<file path="src/rtl/packet_pkg.sv">
// Shared types and constants for the packet averager and the RAM address counter.
// Latency: n/a (declarations only).
// Backpressure: n/a (declarations only).
package packet_pkg;

    typedef enum logic [1:0] {
        IDLE  = 2'd0,
        ACC   = 2'd1,
        WRITE = 2'd2
    } pa_state_t;

    localparam logic [7:0] HDR_A  = 8'hA5;
    localparam logic [7:0] HDR_B  = 8'hC3;
    localparam int         N_DATA = 4;
    localparam int         SUM_W  = 10;

    // True when b matches either of the two accepted header values.
    function automatic logic is_hdr(input logic [7:0] b,
                                    input logic [7:0] hdr_a,
                                    input logic [7:0] hdr_b);
        return (b == hdr_a) || (b == hdr_b);
    endfunction

endpackage

</file>
<file path="src/rtl/packet_averager_if.sv">
// Byte-stream input and RAM write-strobe output bundle of the packet averager.
// Latency: n/a (wiring only).
// Backpressure: none; byte_valid is a one-cycle strobe and the averager always accepts it.
// Ports: byte_in/byte_valid (source -> averager), ram_ena/ram_data/busy (averager -> RAM side).
interface packet_averager_if;
    logic [7:0] byte_in;
    logic       byte_valid;
    logic       ram_ena;
    logic [7:0] ram_data;
    logic       busy;

    // Byte source / RAM side
    modport master (
        output byte_in,
        output byte_valid,
        input  ram_ena,
        input  ram_data,
        input  busy
    );

    // The averager itself
    modport slave (
        input  byte_in,
        input  byte_valid,
        output ram_ena,
        output ram_data,
        output busy
    );
endinterface

</file>
<file path="src/rtl/packet_averager_byte_accumulator.sv">
// Running 10-bit sum and 2-bit byte count for one packet's data bytes.
// Latency: sum/count update on the clock edge that samples i_add; o_last is decoded from the registered count.
// Backpressure: none; an add is accepted every cycle it is asserted.
// Ports: i_clk, i_rst_n (sync, active-low), i_clr (zero sum and count), i_add + i_dat (accumulate a byte),
//        o_sum (current sum), o_last (count shows N-1 bytes taken, so the next add completes the packet).
module byte_accumulator
    import packet_pkg::*;
#(
    parameter int N = N_DATA
) (
    input  logic             i_clk,
    input  logic             i_rst_n,
    input  logic             i_clr,
    input  logic             i_add,
    input  logic [7:0]       i_dat,
    output logic [SUM_W-1:0] o_sum,
    output logic             o_last
);

    logic [SUM_W-1:0] r_sum;
    logic [1:0]       r_cnt;

    always_ff @(posedge i_clk) begin
        if (!i_rst_n) begin
            r_sum <= '0;
            r_cnt <= '0;
        end else if (i_clr) begin
            r_sum <= '0;
            r_cnt <= '0;
        end else if (i_add) begin
            // Four bytes of at most 255 fit in 10 bits, so no saturation is needed.
            r_sum <= r_sum + SUM_W'(i_dat);
            r_cnt <= r_cnt + 2'd1;
        end
    end

    assign o_sum  = r_sum;
    assign o_last = (r_cnt == 2'(N - 1));

endmodule

</file>
<file path="src/rtl/packet_averager.sv">
// Frames header + 4 data bytes into a packet and issues one RAM write strobe carrying the truncated mean.
// Latency: ram_ena/ram_data are registered on the edge that samples the 4th data byte (high for exactly one cycle).
// Backpressure: none; every strobed byte is consumed or discarded, and a header in the WRITE cycle starts the next packet.
// Ports: clk_2, reset_n (sync, active-low); bus (slave modport): byte_in/byte_valid in, ram_ena/ram_data/busy out.
module packet_averager #(
    parameter logic [7:0] HDR_A  = packet_pkg::HDR_A,
    parameter logic [7:0] HDR_B  = packet_pkg::HDR_B,
    parameter int         N_DATA = packet_pkg::N_DATA
) (
    input  logic               clk_2,
    input  logic               reset_n,
    packet_averager_if.slave   bus
);
    import packet_pkg::*;

    pa_state_t        r_state;
    pa_state_t        w_state_nxt;
    logic             r_ram_ena;
    logic [7:0]       r_ram_data;
    logic             w_ram_ena_nxt;
    logic             w_clr;
    logic             w_add;
    logic             w_hdr;
    logic             w_last;
    logic [SUM_W-1:0] w_sum;
    logic [SUM_W-1:0] w_sum_full;
    logic [7:0]       w_avg;

    byte_accumulator #(
        .N (N_DATA)
    ) u_acc (
        .i_clk   (clk_2),
        .i_rst_n (reset_n),
        .i_clr   (w_clr),
        .i_add   (w_add),
        .i_dat   (bus.byte_in),
        .o_sum   (w_sum),
        .o_last  (w_last)
    );

    assign w_hdr = bus.byte_valid && is_hdr(bus.byte_in, HDR_A, HDR_B);

    // The write is registered on the same edge that takes the 4th byte, so the
    // mean is formed from the sum including the byte being sampled now.
    assign w_sum_full = w_sum + SUM_W'(bus.byte_in);
    assign w_avg      = 8'(w_sum_full >> 2);

    always_comb begin
        w_state_nxt   = r_state;
        w_clr         = 1'b0;
        w_add         = 1'b0;
        w_ram_ena_nxt = 1'b0;
        case (r_state)
            // WRITE accepts a header exactly like IDLE so back-to-back packets are kept.
            IDLE, WRITE: begin
                if (w_hdr) begin
                    w_state_nxt = ACC;
                    w_clr       = 1'b1;
                end else begin
                    w_state_nxt = IDLE;
                end
            end
            ACC: begin
                if (bus.byte_valid) begin
                    w_add = 1'b1;
                    if (w_last) begin
                        w_state_nxt   = WRITE;
                        w_ram_ena_nxt = 1'b1;
                    end
                end
            end
            default: w_state_nxt = IDLE;
        endcase
    end

    always_ff @(posedge clk_2) begin
        if (!reset_n) begin
            r_state    <= IDLE;
            r_ram_ena  <= 1'b0;
            r_ram_data <= 8'h00;
        end else begin
            r_state   <= w_state_nxt;
            r_ram_ena <= w_ram_ena_nxt;
            // ram_data holds between writes.
            if (w_ram_ena_nxt) begin
                r_ram_data <= w_avg;
            end
        end
    end

    assign bus.ram_ena  = r_ram_ena;
    assign bus.ram_data = r_ram_data;
    assign bus.busy     = (r_state != IDLE);

endmodule

</file>
<file path="src/flat_wrapper.sv">
// flat-port wrapper written by rule: the top's interface ports become plain ports
module packet_averager_flat import packet_pkg::*;
#(
    parameter logic [7:0] HDR_A  = packet_pkg::HDR_A,
    parameter logic [7:0] HDR_B  = packet_pkg::HDR_B,
    parameter int         N_DATA = packet_pkg::N_DATA
)
  (clk_2, reset_n, bus_byte_in, bus_byte_valid, bus_ram_ena, bus_ram_data, bus_busy);
  packet_averager_if bus_i ();
  input  logic clk_2;
  input  logic reset_n;
  input wire logic [$bits(bus_i.byte_in)-1:0] bus_byte_in;
  input wire logic [$bits(bus_i.byte_valid)-1:0] bus_byte_valid;
  output wire logic [$bits(bus_i.ram_ena)-1:0] bus_ram_ena;
  output wire logic [$bits(bus_i.ram_data)-1:0] bus_ram_data;
  output wire logic [$bits(bus_i.busy)-1:0] bus_busy;
  assign bus_i.byte_in = bus_byte_in;
  assign bus_i.byte_valid = bus_byte_valid;
  assign bus_ram_ena = bus_i.ram_ena;
  assign bus_ram_data = bus_i.ram_data;
  assign bus_busy = bus_i.busy;
  packet_averager #(.HDR_A(HDR_A), .HDR_B(HDR_B), .N_DATA(N_DATA)) u_core (.clk_2(clk_2), .reset_n(reset_n), .bus(bus_i));
endmodule
</file>
<file path="config.mk">
export PLATFORM = sky130hd
export DESIGN_NAME = packet_averager_flat
export DESIGN_NICKNAME = d
export VERILOG_FILES = /design/src/rtl/packet_pkg.sv /design/src/rtl/packet_averager_if.sv /design/src/rtl/packet_averager_byte_accumulator.sv /design/src/rtl/packet_averager.sv /design/src/flat_wrapper.sv
export SDC_FILE = /design/constraint.sdc
export NUM_CORES = 1
export LEC_CHECK = 0
export CAP_MARGIN = 10
export CORE_ASPECT_RATIO = 0.5
export CORE_MARGIN = 2
export CORE_UTILIZATION = 49
export DETAILED_ROUTE_END_ITERATION = 7
export PLACE_DENSITY = 0.77
export SLEW_MARGIN = 20
export SYNTH_ARGS = -nofsm -noshare
export SYNTH_HDL_FRONTEND = slang
export SYNTH_SLANG_ARGS = --single-unit
</file>
<file path="constraint.sdc">
create_clock -name clk_2 -period 1.95 [get_ports clk_2]
set_input_delay 0.195 -clock clk_2 [delete_from_list [all_inputs] [get_ports clk_2]]
set_output_delay 0.195 -clock clk_2 [all_outputs]
set_load 0.02 [all_outputs]
</file>
==> summary.md, run 1 <==
| Metric | Value |
|---|---|
| Hold buffer count at cts | 0 |
| Largest net degree at the start of global routing | 15 |
| Critical path class | flop to flop |
| Ys flop type | dfxtp_1 |
| Slack of the worst reg-to-reg path | 0.04 ns |
| CP Capture Point | u_core.u_acc.o_sum[6] |
| Post-DRT Antenna Nets | 0 |
| All-layer global routing usage | 23.8% |
| Via density | 5.91 |
| # port buffers | 20 |
| Cells after Synth | 182 |
| Final worst setup slack | 0.0399 ns |
| DR iter-0 viols | 96 |
| Worst slew pin tran | 0.449 ns |
| Die Width | 83.0 um |
| Worst setup startpoint | u_core.u_acc.o_sum[0] |
| Gate family responsible for the most delay along the worst path | compound AO/OA/AOI/OAI gates |
| Register area | 462 um2 |
| Final setup fails | 0 |
| CP Depth | 6 |
| Layout cell share with drive strength beyond 1 | 23.1% |
| Reg clk slew, reported paths | 0.09 ns |
| Num rows | 14 |
| Crit start category | flop |
| Vias in the first global route | 1462 |
| WL final | 4.20 mm |
| Num CTS Buffers | 3 |
| Asr flop ratio synth | 0% |
| I/O pins | 21 |
| Core box area | 0.00300 mm2 |
| Maximum VDD drop | 0.369 mV |
| Comb power frac | 14.0% |
| Final Hold Fails | 0 |
| R2R depth | 6 |
| Critical path peak fanout | 3 |
| Fill cells | 220 |
| First-pass GRT wire length | 6.78 mm |
| Vias | 1618 |
| CP Capture Type | flop |
| Final instance area | 0.00209 mm2 |
| Psw | 225 uW |
| Antenna diodes | 0 |
| P_int | 683 uW |
| Status | finished, final reports clean |
| EDFF count, synth | 0 |
| Critical Path RT | 2.16 ns |
| Commonest non-fill, non-tap cell in the layout | buf_4 |
| Post-layout min period | 1.91 ns |
| Sequential share of the synthesized area | 30.1% |
| Die area | 0.00361 mm2 |
| Initial Utilization | 51.1% |
| Reg power frac | 51.8% |
| Drt drc | 0 |
| Power density cells | 434 mW/mm2 |
| CTS Sinks | 23 |
| Most frequent cells in the layout | 37 x buf_4, 22 x dfxtp_1, 20 x nand2_1 |
| Max_cap viols | 0 |
| Max Clk Rate | 524 MHz |
| Syn-to-layout area delta | 36.6% |
| Buf+Inv Stages, Crit Path | 0 |
| Max-slew violation count | 0 |
| Arrival time worst endpoint | 2.12 ns |
| Final Skew | 0.00674 ns |
| Drt first pass iters | 4 |
| Slowest stage delay, CP | 0.38 ns |
| Fin nets | 256 |
| Synthesized area per cell | 8.41 um2 |
| Final HPWL DP | 3.22 mm |
| Yosys cell types | 53 |
| Reg2Reg Launch Point | u_core.u_acc.o_sum[0] |
| Net Sw Frac | 24.8% |
| Hold/Removal Path Class | input port to flop |
| Skew-Pair Late Insertion Delay | 0.27 ns |
| Htree depth | 1 |
| Seq cells post-synth | 23 |
| Wire per inst | 15.3 um |
| Multi-input gate area | 0.00104 mm2 |
| Max clock buf depth | 2 |
| Placed instance area | 0.00199 mm2 |
| Mapped Nets | 203 |
| LEAKAGE | 0.881 nW |
| Slowest CP cell | fa_2 |
| Clock power share | 34.2% |
| CTS tree | done |
| Post-synthesis instance area | 0.00153 mm2 |
| Gpl congestion | 0.912 |
| Synth warn | 0 |
| Dpl ws | -0.393 ns |
| Height of the die | 43.5 um |
| CTS root buf | clkbuf_8 |
| Total gr overflow | 0 |
| Rel. slew slack | 69.7% |
| RSZ-0062 raised after global routing | true |
| Initial antenna violation count | 0 |
| Worst flop-to-flop path endpoint | u_core.u_acc.o_sum[6] |
| Crit-path cells | ha_4, fa_2, a211o_1, a2111oi_4, o31ai_1, a21oi_1 |
| Fin crit share | 98.0% |
| Worst hold-check slack | 0.402 ns |
==> per-stage QoR <==
stage	instances	total power, mW	setup TNS, ns	util, %
final	274	0.908	0	69.8
after global routing	274	0.938	-0.0215	69.8
after CTS	273	0.913	0	68.6
after detailed placement	269	0.602	-3.11	66.5
after global placement	269	0.599	-2.41	66.5
after floorplan	182	0.535	0	-
==> power groups by stage <==
| stage | logic [mW] | clock network, mW | registers [mW] |
|---|---|---|---|
| after detailed placement | 0.120 | 0 | 0.481 |
| after global placement | 0.118 | 0 | 0.481 |
| after global routing | 0.137 | 0.331 | 0.470 |
| final | 0.127 | 0.310 | 0.470 |
| after floorplan | 0.0541 | 0 | 0.481 |
| after CTS | 0.124 | 0.319 | 0.470 |
==> kinds of logic (layout without fill, tap and decap cells) <==
kind of cell | Yosys count | after routing | synth area share, %
adders and majority gates | 10 | 10 | 8.67
AOI/OAI and AO/OA | 54 | 54 | 25.3
and+or+nand+nor | 79 | 79 | 29.2
muxes | 1 | 1 | 0.654
buffers and inverters | 13 | 65 | 4.91
xor gates and xnor gates | 2 | 2 | 1.14
DFF | 23 | 23 | 30.1
==> flip-flops by register name, summed over array words and instances, names as in the netlist <==
name / count
u_core.bus.ram_data: 8
u_core.bus.ram_ena: 1
u_core.r_state: 2
u_core.u_acc.o_sum: 10
u_core.u_acc.r_cnt: 2
==> metal layers <==
metal / vias up / wire [um] / track usage [%] / part of all wire (%)
met3: 8 / 193 / 4.95 / 4.6
met1: 767 / 2040 / 31.9 / 49
met5: - / 0 / 0 / 0
met4: 0 / 91 / 6.89 / 2.2
li1: 800 / - / - / -
met2: 43 / 1880 / 39.8 / 45
==> cells in the mapped netlist, types with 2 or more instances <==
cell type,number,area (um2)
xnor2_1,2,17.5
or3_1,3,18.8
and2_1,6,37.5
buf_6,2,22.5
nand3_1,10,50.1
nor3_1,2,10.0
nand4_1,3,18.8
and3_1,3,18.8
nor2_1,9,33.8
o211ai_1,3,22.5
o31ai_1,4,30.0
nand3b_1,3,22.5
nor2b_1,3,18.8
a21o_1,3,22.5
a211o_1,2,17.5
buf_2,3,15.0
nand2_1,20,75.1
dfxtp_1,23,460
a31oi_1,3,18.8
nor4bb_1,3,30.0
a21oi_1,12,60.1
inv_1,4,15.0
buf_4,2,15.0
a211oi_1,7,52.6
nand4b_1,2,17.5
or4_1,2,15.0
clkbuf_1,2,7.51
nor3b_1,3,22.5
ha_1,9,113
o21ai_0,6,30.0
==> worst min path at each step <==
stage                           startpoint                      to  slack (ns)  cells past startpoint
global placement     u_core.u_acc.r_cnt[1]   u_core.u_acc.r_cnt[1]        0.45                      2
global route                bus_byte_in[0]   u_core.u_acc.o_sum[0]        0.41                      4
detailed placement  u_core.bus.ram_data[4]  u_core.bus.ram_data[4]        0.45                      2
finish                      bus_byte_in[0]   u_core.u_acc.o_sum[0]        0.40                      4
CTS                  u_core.u_acc.r_cnt[1]   u_core.u_acc.r_cnt[1]        0.47                      2
floorplan                   bus_byte_valid       u_core.r_state[0]        0.40                      3
==> area by class of cell <==
class                      count  share of cell area (%)
inverter                       4                   0.718
timing repair buffer          57                    23.1
multi-input combinational    146                    49.6
tap                           40                    2.39
sequential                    23                    22.1
clock buffer                   4                    2.15
==> worst min-delay path: cells and delay by family <==
kind                     cells  cell delay, ns
AO/OA/AOI/OAI                1            0.11
adder cells (fa/ha/maj)      1            0.14
buffers and inverters        1            0.15
AND/OR/NAND/NOR              1            0.04
==> repair_timing <==
| item | 4_1_cts | 5_1_grt |
|---|---|---|
| buffers inserted | 0 | 1 |
| resized for setup | 3 | 7 |
| setup endpoints to repair | 4 | 9 |
| pin swaps | 1 | 6 |
| cloned | 0 | 0 |
Note: power is estimated with default switching activity, not from simulation.
==> inputs of run 2 (changes only) <==
Settings changed: CORE_UTILIZATION 49 to 30, CTS_CLUSTER_DIAMETER from default to 100, PLACE_DENSITY 0.77 to default.
==> summary.md, run 2 (synthesis gave the netlist of run 1 again) <==
| Metric | Value |
|---|---|
| Total gr overflow | 0 |
| Core box area | 0.00491 mm2 |
| Largest net degree at the start of global routing | 13 |
| Critical Path RT | 2.15 ns |
| Drt first pass iters | 4 |
| RSZ-0062 raised after global routing | true |
| Status | finished, final reports clean |
| Final instance area | 0.00210 mm2 |
| Final Skew | 0.00429 ns |
| Fill cells | 510 |
| Wire per inst | 14.1 um |
| Final Hold Fails | 0 |
| Vias | 1542 |
| HP Start | bus_byte_in[0] |
| Num rows | 18 |
| Vias in the first global route | 1478 |
| Max reg flops | 10 |
| WL final | 4.20 mm |
| First-pass GRT wire length | 6.95 mm |
| Drt drc | 0 |
| Tot Pwr | 899 uW |
| Critical path peak fanout | 4 |
| Final setup fails | 0 |
| Initial antenna violation count | 0 |
| Htree depth | 1 |
| All-layer global routing usage | 15.8% |
| Final core occ | 42.7% |
| Antenna diodes | 0 |
| Worst setup startpoint | u_core.u_acc.o_sum[0] |
| Rel. slew slack | 72.6% |
| Most frequent cells in the layout | 30 x buf_4, 22 x dfxtp_1, 20 x nand2_1 |
| # port buffers | 20 |
| Reg clk slew, reported paths | 0.09 ns |
| Hold buffer count at cts | 0 |
| Arrival time worst endpoint | 2.11 ns |
| Met2 GRT Util | 28.2% |
| Fin nets | 249 |
| Initial Utilization | 31.2% |
| Num CTS Buffers | 3 |
| Max Clk Rate | 524 MHz |
| Commonest non-fill, non-tap cell in the layout | buf_4 |
| I/O pins | 21 |
| Worst slew pin tran | 0.408 ns |
| Max clock buf depth | 2 |
| Crit start category | flop |
| Die area | 0.00572 mm2 |
| Grt peak-use layer | met2 |
| Die Width | 105 um |
| Layout cell share with drive strength beyond 1 | 21.1% |
| Gpl congestion | 0.855 |
| CP Capture Type | flop |
| Maximum VDD drop | 0.211 mV |
| CTS Sinks | 23 |
| Post-DRT Antenna Nets | 0 |
| Reg2Reg Launch Point | u_core.u_acc.o_sum[0] |
| Max_cap viols | 0 |
| Grt met3 use | 3.93% |
| Routing usage on met1 | 19.4% |
| Post-layout min period | 1.91 ns |
| Height of the die | 54.5 um |
| Power density cells | 429 mW/mm2 |
| Via density | 5.19 |
| LEAKAGE | 0.841 nW |
| Placed instance area | 0.00197 mm2 |
| Syn-to-layout area delta | 37.0% |
| Hold/Removal Path Class | input port to flop |
| Max-slew violation count | 0 |
| Critical path class | flop to flop |
| Skew-Pair Late Insertion Delay | 0.27 ns |
| Fin crit share | 97.9% |
| CTS root buf | clkbuf_8 |
| Final HPWL DP | 3.15 mm |
| CTS tree | done |
| DR iter-0 viols | 69 |
run 2: worst paths after layout:
| kind | cells past startpoint | endpoint | slack, ns |
|---|---|---|---|
| worst min-delay path | 4 | u_core.u_acc.o_sum[0] | 0.39 |
| worst max register to register | 6 | u_core.u_acc.o_sum[6] | 0.04 |
| worst min register to register | 2 | u_core.bus.ram_data[4] | 0.45 |
| worst max-delay path | 6 | u_core.u_acc.o_sum[6] | 0.04 |
run 2: what timing repair did:
action	CTS	global route
buffers inserted	0	2
endpoints found under the setup margin	4	7
pin swaps	0	9
gates resized for setup	2	10
run 2: layout make-up:
| cell class | instances | area [um2] | share of cell area [%] |
|---|---|---|---|
| flip-flops and latches | 23 | 462 | 22.0 |
| clock buffers | 4 | 45.0 | 2.15 |
| well taps | 70 | 87.6 | 4.18 |
| repair buffers | 50 | 430 | 20.5 |
| multi-input cells | 146 | 1060 | 50.4 |
| inverters | 4 | 15.0 | 0.716 |
run 2: power by group:
part,total [mW],internal (mW),switching [mW]
Sequential,0.470,0.470,0.000434
Combinational,0.121,0.0624,0.0590
Clock,0.307,0.146,0.161
Total,0.899,0.678,0.221
run 2: critical path: stages, from the launching register on:
cell and delay (ns):
dfxtp_2 0.34, ha_4 0.16, fa_2 0.39, a211o_1 0.32, a2111oi_4 0.39, o31ai_1 0.11
a21oi_1 0.13
run 2: metal layers:
metal / vias up / wire length, um
li1: 781 / -
met4: 0 / 68
met5: - / 0
met3: 6 / 122
met1: 725 / 2190
met2: 30 / 1820
run 2: per-stage QoR:
stage,cells,hold slack [ns],worst slack (ns),TNS (ns)
2_1_floorplan,182,0.402,0.0577,0
3_5_place_dp,291,0.445,-0.410,-3.09
5_1_grt,297,0.430,-0.0302,-0.0316
3_3_place_gp,291,0.449,-0.366,-2.53
4_1_cts,295,0.457,-0.0320,-0.0633
6_report,297,0.389,0.0412,0
==> inputs of run 3 (changes only) <==
Settings changed: CTS_CLUSTER_SIZE from default to 28, PLACE_DENSITY from default to 0.62.
==> summary.md, run 3 (synthesis gave the netlist of run 1 again) <==
| Metric | Value |
|---|---|
| Clock power share | 34.5% |
| P_int | 676 uW |
| Final instance area | 0.00209 mm2 |
| Critical Path RT | 2.16 ns |
| RSZ-0062 raised after global routing | true |
| Status | finished, final reports clean |
| Reg power frac | 52.4% |
| Crit start category | flop |
| Fin crit share | 98.7% |
| Syn-to-layout area delta | 36.5% |
| Antenna diodes | 0 |
| All-layer global routing usage | 15.4% |
| Net Sw Frac | 24.6% |
| Worst slew pin tran | 0.396 ns |
| Max-slew violation count | 0 |
| Worst hold-check slack | 0.377 ns |
| Layout cell share with drive strength beyond 1 | 21.4% |
| Max reg flops | 10 |
| Vias in the first global route | 1448 |
| Gate family responsible for the most delay along the worst path | compound AO/OA/AOI/OAI gates |
| Hold buffer count at cts | 0 |
| DR iter-0 viols | 99 |
| Maximum VDD drop | 0.235 mV |
| Critical path class | flop to flop |
| Via density | 5.30 |
| Post-layout min period | 1.92 ns |
| Buf+Inv Stages, Crit Path | 0 |
| CP Capture Type | flop |
| Commonest non-fill, non-tap cell in the layout | buf_4 |
| Gpl congestion | 0.916 |
| Final Hold Fails | 0 |
| CTS root buf | clkbuf_8 |
| Num CTS Buffers | 3 |
| Post-DRT Antenna Nets | 0 |
| Power density cells | 430 mW/mm2 |
| Most frequent cells in the layout | 32 x buf_4, 22 x dfxtp_1, 20 x nand2_1 |
| Htree depth | 1 |
| Psw | 221 uW |
| Final Skew | 0.00730 ns |
| Initial antenna violation count | 0 |
| Skew-Pair Late Insertion Delay | 0.27 ns |
| Max_cap viols | 0 |
| Critical path peak fanout | 4 |
| Drt drc | 0 |
| LEAKAGE | 0.848 nW |
| Die area | 0.00572 mm2 |
| Final core occ | 42.5% |
| Crit-path cells | ha_4, fa_2, a211o_1, a2111oi_4, o31ai_2, a21oi_1 |
| Drt first pass iters | 4 |
| CTS tree | done |
| Initial Utilization | 31.2% |
| Comb power frac | 13.2% |
| I/O pins | 21 |
| Slowest stage delay, CP | 0.40 ns |
| Wire per inst | 13.8 um |
| Setup TNS | 0 ns |
| Core box area | 0.00491 mm2 |
| Reg clk slew, reported paths | 0.09 ns |
| Largest net degree at the start of global routing | 15 |
| Hold/Removal Path Class | input port to flop |
| Die Width | 105 um |
| Arrival time worst endpoint | 2.13 ns |
| Max Clk Rate | 520 MHz |
| CTS Sinks | 23 |
| Max clock buf depth | 2 |
| Final HPWL DP | 3.21 mm |
| Fin nets | 251 |
| Height of the die | 54.5 um |
| Rel. slew slack | 73.6% |
| Final setup fails | 0 |
| Placed instance area | 0.00199 mm2 |
| # port buffers | 20 |
| Slowest CP cell | a2111oi_4 |
| First-pass GRT wire length | 6.84 mm |
| Vias | 1586 |
| WL final | 4.13 mm |
| Num rows | 18 |
| Total gr overflow | 0 |
[run 3: what timing repair did]
action	CTS	global route
resized for setup	3	8
pin swaps	3	6
endpoints found under the setup margin	4	9
buffers inserted	1	0
cloned	0	0
[run 3: worst paths after layout]
path / start / to / slack [ns] / cells past startpoint
setup / recovery: u_core.u_acc.o_sum[0] / u_core.u_acc.o_sum[6] / 0.03 / 6
hold / removal: bus_byte_in[0] / u_core.u_acc.o_sum[0] / 0.38 / 4
hold reg to reg: u_core.bus.ram_data[4] / u_core.bus.ram_data[4] / 0.47 / 2
setup reg to reg: u_core.u_acc.o_sum[0] / u_core.u_acc.o_sum[6] / 0.03 / 6
[run 3: through the flow]
step           worst slack, ns  instances  power, mW
6_report                0.0253        299      0.897
5_1_grt                -0.0970        299      0.942
4_1_cts                0.00480        299      0.902
3_5_place_dp            -0.458        294      0.594
3_3_place_gp            -0.360        294      0.592
2_1_floorplan           0.0577        182      0.535
[run 3: power by group through the flow]
stage	sequential, mW	clock [mW]	combinational [mW]
after floorplan	0.481	0	0.0541
after global placement	0.481	0	0.111
after detailed placement	0.481	0	0.113
after CTS	0.470	0.316	0.115
after global routing	0.470	0.343	0.129
final	0.470	0.309	0.118
[run 3: final cells by class]
type / count / area, um2
Fill cell: 508 / 2820
Multi-Input combinational cell: 146 / 1030
Sequential cell: 23 / 462
Timing Repair Buffer: 52 / 445
Tap cell: 70 / 87.6
Clock buffer: 4 / 45.0
Inverter: 4 / 15.0
[run 3: routing by layer]
metal,track usage (%),share of wire (%),vias up
met4,3.78,0.48,0
li1,-,-,784
met3,3.10,3.7,2
met1,20.7,50,761
met5,0,0,-
met2,26.1,46,39
[run 3: worst min-delay path, cell delays in order]
cell and delay, ns:
dlymetal6s2s_1 0.14, ha_4 0.13, nand2_1 0.04, a21oi_1 0.10
